[src/rtl/ser_word_rx.sv]
// Serial word receiver: synchronizes an external sclk/sdin/sdone link, samples on falling sclk,
// delivers WIDTH-bit words MSB first and flags short/long frames with a saturating error count.
module ser_word_rx #(
  parameter int WIDTH = 30,
  parameter int ERRW  = 8
) (
  input  logic             clk,
  input  logic             reset,
  input  logic             sclk,
  input  logic             sdin,
  input  logic             sdone,
  output logic [WIDTH-1:0] dout,
  output logic             dvalid,
  output logic             frame_err,
  output logic [ERRW-1:0]  err_cnt,
  output logic             busy
);
  localparam int BW = $clog2(WIDTH + 1);
  localparam logic [BW-1:0]   LAST    = BW'(WIDTH - 1);
  localparam logic [ERRW-1:0] ERR_MAX = '1;

  typedef enum logic [1:0] {HUNT, IDLE, SHIFT, TAIL} state_t;
  state_t state;

  logic [1:0]       sclk_q, sdin_q, sdone_q;
  logic             sclk_s, sdin_s, sdone_s;
  logic             sclk_d, sample;
  logic [BW-1:0]    bitcnt;
  logic [WIDTH-1:0] shreg;
  logic             word_done, long_seen;

  assign sclk_s  = sclk_q[1];
  assign sdin_s  = sdin_q[1];
  assign sdone_s = sdone_q[1];

  // sample is registered so a full word lands on dvalid 5 clk after the last falling sclk
  always_ff @(posedge clk) begin
    if (reset) begin
      sclk_q  <= '0;
      sdin_q  <= '0;
      sdone_q <= '0;
      sclk_d  <= 1'b0;
      sample  <= 1'b0;
    end else begin
      sclk_q  <= {sclk_q[0], sclk};
      sdin_q  <= {sdin_q[0], sdin};
      sdone_q <= {sdone_q[0], sdone};
      sclk_d  <= sclk_s;
      sample  <= sclk_d & ~sclk_s;
    end
  end

  always_ff @(posedge clk) begin
    if (reset) begin
      state     <= HUNT;
      bitcnt    <= '0;
      shreg     <= '0;
      word_done <= 1'b0;
      long_seen <= 1'b0;
      dout      <= '0;
      dvalid    <= 1'b0;
      frame_err <= 1'b0;
      busy      <= 1'b0;
    end else begin
      word_done <= 1'b0;
      frame_err <= 1'b0;
      dvalid    <= word_done;
      if (word_done) dout <= shreg;
      case (state)
        HUNT: begin
          busy <= 1'b0;
          if (sdone_s) state <= IDLE;
        end
        IDLE: begin
          busy <= 1'b0;
          if (!sdone_s) begin
            state     <= SHIFT;
            busy      <= 1'b1;
            bitcnt    <= '0;
            shreg     <= '0;
            long_seen <= 1'b0;
          end
        end
        SHIFT: begin
          // a sample arriving with sdone is consumed first; only an incomplete word errors
          if (sample) begin
            shreg  <= {shreg[WIDTH-2:0], sdin_s};
            bitcnt <= bitcnt + 1'b1;
            if (bitcnt == LAST) begin
              word_done <= 1'b1;
              state     <= TAIL;
            end else if (sdone_s) begin
              frame_err <= 1'b1;
              state     <= IDLE;
              busy      <= 1'b0;
            end
          end else if (sdone_s) begin
            frame_err <= 1'b1;
            state     <= IDLE;
            busy      <= 1'b0;
          end
        end
        TAIL: begin
          if (sample && !long_seen) begin
            frame_err <= 1'b1;
            long_seen <= 1'b1;
          end
          if (sdone_s) begin
            state <= IDLE;
            busy  <= 1'b0;
          end
        end
        default: state <= HUNT;
      endcase
    end
  end

  always_ff @(posedge clk) begin
    if (reset)                             err_cnt <= '0;
    else if (frame_err && err_cnt != ERR_MAX) err_cnt <= err_cnt + 1'b1;
  end
endmodule

[config.mk]
export PLATFORM = sky130hd
export DESIGN_NAME = ser_word_rx
export DESIGN_NICKNAME = d
export VERILOG_FILES = /design/src/rtl/ser_word_rx.sv
export SDC_FILE = /design/constraint.sdc
export NUM_CORES = 1
export LEC_CHECK = 0
export BUFFER_PORTS_ARGS = -buffer_cell sky130_fd_sc_hd__buf_2
export CORE_UTILIZATION = 30
export DETAILED_ROUTE_END_ITERATION = 16
export PLACE_DENSITY_LB_ADDON = 0.1
export REMOVE_ABC_BUFFERS = 1
export SYNTH_ARGS = -nofsm -noshare
export SYNTH_HDL_FRONTEND = slang
export SYNTH_SLANG_ARGS = --single-unit
export TNS_END_PERCENT = 20
[constraint.sdc]
create_clock -name clk -period 3.7 [get_ports clk]
set_input_delay 0.74 -clock clk [delete_from_list [all_inputs] [get_ports clk]]
set_output_delay 0.74 -clock clk [all_outputs]
set_load 0.03 [all_outputs]
==> qor.csv, run 1 <==
metric,value,unit
outcome,completed,
period_share,54.3,%
synth_fa_ha_area_share,2.53,%
gp_congestion,0.705,
cts-buffers-inserted,9,
maxCapViolations,0,
antenna_found_initial,0,
cp_data_arrival_time,2.27,ns
cts.clk_slew.worst_paths,0.06,ns
yosysSeqAreaShare,50.9,%
port_buffers,45,
die_area,12000,um2
cts_setup_buffers,0,
ys_types,40,
synth-edff-count,0,
synth_area_leaders,"dfxtp_1, mux2i_1, a21oi_1",
grt_pass1_vias,2612,
leakagePower,1.48,nW
via_per_inst,5.05,
synth_seq_cells,88,
synthCells,371,
synth_ff_type,dfxtp_1,
p_per_area,469,nW/um2
start_util,31.4,%
die_w,109,um
async_flop_share,0,%
rows,38,
htree_levels,3,
hold_violations,0,
dp.final_hpwl,4.60,mm
endpoint_kind,flip-flop,
cts_tree,yes,
cts_root_buf,clkbuf_16,
drive_gt1_share,16.7,%
synthesis.area,3460,um2
start_kind,flip-flop,
drt_wl_total,7.62,mm
ant_nets,0,
fp.dieH,109,um
diodes,0,
synth.top_cell.area_share,50.9,%
worst_slew_pin_slew,1.00,ns
critical_path_class,flip-flop to flip-flop,
crit_required,3.96,ns
num_vias,2758,
rsz0062_at_grt,false,
cp_max_fo,22,
postCtsHoldBufs,0,
synthMuxAreaShare,9.58,%
clockBufferDepth,2,
slew_headroom,33.3,%
yosysWarnings,0,
synth-simple-area-share,17.0,%
rrSetupSlack,1.69,ns
slowest_delay,0.56,ns
coreArea,11000,um2
fmax,498,MHz
skew,0.00507,ns
grtUsageTotal,13.8,%
finalSetupViolCount,0,
pin_count,46,
fin_nets,414,
timing.hold.ws,0.415,ns
grt_pass1_wl,12.9,mm
avgSynthCellArea,9.32,um2
slew_viol_final,0,
hold_class,flip-flop to flip-flop,
synth_top_area_cell,dfxtp_1,
cts.sink_count,88,
cts_resized,0,
layout_min_cycle_time,2.01,ns
max-vdd-ir-drop,225,uV
synth_top_family_by_area,simple AND/OR/NAND/NOR gates,
insertion_delay,0.33,ns
setup_tns,0,ns
drt_first_pass_iters,4,
slowest_stage,and2_1,
synth_xor_area_share,0,%
drt_iter0_markers,97,
crit_chain,ha_1 -> and2_1 -> buf_4 -> o21ai_1 -> a21oi_1,
drc,0,
yosysMostFrequentCell,dfxtp_1,
synth_common_cells,"dfxtp_1, a21oi_1, nor2_1",
synth-compound-area-share,15.0,%
wl_per_cell,13.9,um
grt_max_degree,40,
grt.overflow.total,0,
syn_to_final_growth,17.9,%
## logic make-up after synthesis
logic type,after synthesis
buf+inv,40
simple gates,109
mux,33
compound gates,94
fa+ha+maj,7
flops,88
## metrics by stage
| stage | worst slack (ns) | util (%) | area, um2 | power (mW) | cells |
|---|---|---|---|---|---|
| 2_1_floorplan | 0.481 | - | 3310 | 1.00 | 338 |
| 3_3_place_gp | 1.69 | 34.3 | 3790 | 1.04 | 531 |
| 3_5_place_dp | 1.65 | 34.3 | 3790 | 1.04 | 531 |
| 4_1_cts | 1.65 | 37.0 | 4080 | 1.95 | 546 |
| 5_1_grt | 1.48 | 37.0 | 4080 | 1.99 | 546 |
| 6_report | 1.69 | 37.0 | 4080 | 1.91 | 546 |
## flip-flops by register name (all words and copies together), names as in the netlist
signal     count
state          2
dvalid         1
sample         1
sclk_d         1
bitcnt         5
sdone_q        2
err_cnt        8
shreg         30
sdin_q         2
word_done      1
sclk_q         2
frame_err      1
long_seen      1
busy           1
dout          30
## cell usage in the layout, fill, tap and decap left out, drive strengths merged, types with 5 or more instances in the layout
cell type and count:
a21oi 42, buf 53, clkbuf 12, dfxtp 88, ha 7, inv 7
mux2i 32, nand2 6, nand3 5, nand4 33, nor2 36, nor2b 9
o21ai 34
## final cells by class
class / count / area [um2]
fill: 1159 / 6950
sequential: 88 / 1760
multi-input combinational: 243 / 1540
timing repair buffer: 53 / 285
clock buffer: 12 / 246
tap: 140 / 175
clock inverter: 3 / 42.5
inverter: 7 / 26.3
## critical path, delay by kind of cell, from the launching register on
family / cells / cell delay [ns]
adders and majority gates: 1 / 0.32
and+or+nand+nor: 1 / 0.56
AOI/OAI and AO/OA: 2 / 0.24
DFF: 1 / 0.44
buffers and inverters: 1 / 0.38
## layer usage
layer	wire length [um]	share of wire (%)	GRT usage (%)
met1	3840	50	18.2
met2	3360	44	21.7
met3	309	4.1	3.26
met4	103	1.4	5.43
met5	0	0	0
## final timing paths
kind / to / startpoint / cells after the start
max: shreg[8] / state[0] / 5
min: sample / sclk_q[1] / 1
min reg2reg: sample / sclk_q[1] / 1
max reg2reg: shreg[8] / state[0] / 5
## where the power goes
group          switching (mW)  internal, mW
clock network           0.358         0.537
logic                  0.0457        0.0157
registers             0.00470         0.953
(Power assumes the default switching activity.)
==> inputs of run 2 (changes only) <==
==> constraint.sdc (replaced) <==
create_clock -name clk -period 1.87 [get_ports clk]
set_input_delay 0.374 -clock clk [delete_from_list [all_inputs] [get_ports clk]]
set_output_delay 0.374 -clock clk [all_outputs]
set_load 0.03 [all_outputs]
==> run 2 against run 1 <==
Effect of this change: first-iteration DRC count up 46%; global-route usage increased by 0.51 points; via count up 0.65%; die area stayed put; setup slack worse by 1.5 ns; design area increased by 3.4%; sequential share of layout area down 1.4 points; critical path type unchanged; critical endpoint is now bitcnt[4]; largest power group is now clock; highest routed layer unchanged.
==> qor.csv, run 2 (same netlist as run 1, synthesis figures left out) <==
metric,value,unit
cp_data_arrival_time,1.99,ns
rsz0062_at_grt,false,
worstHoldEndpoint,sdone_q[0],
cts-buffers-inserted,9,
leakagePower,1.55,nW
start_kind,flip-flop,
ant_nets,0,
worstReg2RegStart,state[0],
max-vdd-ir-drop,739,uV
skew,0.00736,ns
p_per_area,949,nW/um2
dp.final_hpwl,5.02,mm
hp-start,sdone,
die_area,12000,um2
critical_path_class,flip-flop to flip-flop,
crit_required,2.13,ns
grt_pass1_vias,2722,
grt_max_degree,32,
postCtsHoldBufs,0,
endpoint_kind,flip-flop,
wl_met3,405,um
hold_class,input port to flip-flop,
highest_layer,met4,
fp.dieH,109,um
antenna_found_initial,0,
gp_congestion,0.728,
top_regs,"dout (30), shreg (30), err_cnt (8)",
grtUsageTotal,14.3,%
rows,38,
cpMostUsedCell,buf_4,
hold_violations,0,
drc,0,
grt_pass1_wl,13.3,mm
final_cell_area,4220,um2
insertion_delay,0.34,ns
rrSetupSlack,0.15,ns
cp_max_fo,7,
clockBufferDepth,2,
diodes,0,
cts.clk_slew.worst_paths,0.06,ns
drt_wl_total,7.74,mm
drt_first_pass_iters,5,
pin_count,46,
cts.sink_count,88,
port_buffers,45,
wirelength_met1,3.88,mm
wl_per_cell,13.8,um
grt.overflow.total,0,
period_share,92.2,%
timing.hold.ws,0.248,ns
worst_slew_pin_slew,0.550,ns
num_vias,2776,
layout_min_cycle_time,1.72,ns
finalSetupViolCount,0,
layout_common_cells,"dfxtp_1, buf_2, a21oi_1, nor2_1, nand4_1",
nFillCells,1142,
cts_root_buf,clkbuf_16,
coreArea,11000,um2
cts_tree,yes,
dr_wl_met2,3.42,mm
slowest_stage,or4_1,
die_w,109,um
r2r_cells,6,
holdPathStages,2,
via_per_inst,4.97,
fmax,580,MHz
crit_chain,buf_4 -> ha_1 -> mux2i_4 -> buf_4 -> or4_1 -> a21oi_1,
maxCapViolations,0,
drt_iter0_markers,142,
r2r_end,bitcnt[4],
start_util,31.4,%
slowest_delay,0.46,ns
final_common_cell,dfxtp_1,
fin_nets,426,
place_area,3860,um2
outcome,completed,
syn_to_final_growth,21.9,%
slew_viol_final,0,
htree_levels,3,
drive_gt1_share,19.8,%
slew_headroom,63.4,%
==> run 2: routing by layer <==
metal  global-route usage (%)  vias to the layer above
met3                     4.68                        2
met4                     3.81                        0
met5                        0                        -
met1                     18.4                     1279
met2                     23.0                       62
li1                         -                     1433
==> run 2: what timing repair did <==
action / 4_1_cts / 5_1_grt
resized for setup: 0 / 2
buffers inserted: 0 / 2
setup endpoints to repair: 0 / 25
==> run 2: metrics by stage <==
step	cells	total power, mW	utilization, %	TNS [ns]	worst slack (ns)
detailed placement	541	2.07	35.0	0	0.0666
global placement	541	2.07	35.0	0	0.116
CTS	557	4.07	38.0	0	0.0495
global route	559	4.18	38.2	0	0.0292
floorplan	338	1.99	-	-43.72	-1.35
finish	559	4.00	38.2	0	0.146
==> run 2: worst max-delay path, delay by kind of cell, from the launching register on <==
family | cells | cell delay (ns)
AO/OA/AOI/OAI | 1 | 0.15
AND/OR/NAND/NOR | 1 | 0.46
multiplexers | 1 | 0.13
flip-flops | 1 | 0.34
adder cells (fa/ha/maj) | 1 | 0.29
buffers and inverters | 2 | 0.30
==> run 2: cell type report <==
cell class	instances	area (um2)	area share, %
clock buffer	12	256	6.08
clock inverter	4	76.3	1.81
inverter	7	26.3	0.623
multi-input combinational	243	1540	36.5
sequential	88	1760	41.8
tap	140	175	4.15
timing repair buffer	65	379	8.99
==> run 2: how the worst max path moves through the flow <==
stage	start	end	slack (ns)	depth (start not counted)
after floorplan	state[0]	bitcnt[2]	-1.35	5
after CTS	state[1]	shreg[28]	0.05	5
after detailed placement	state[1]	shreg[28]	0.07	5
after global placement	state[1]	shreg[6]	0.12	5
after global routing	state[0]	bitcnt[4]	0.03	6
final	state[0]	bitcnt[4]	0.15	6
==> run 2: power by group <==
group	switching [mW]	internal, mW	total (mW)	leakage, nW
clock network	0.722	1.25	1.97	0.159
logic	0.0951	0.0462	0.141	0.684
registers	0.00614	1.88	1.89	0.711
total	0.824	3.18	4.00	1.55
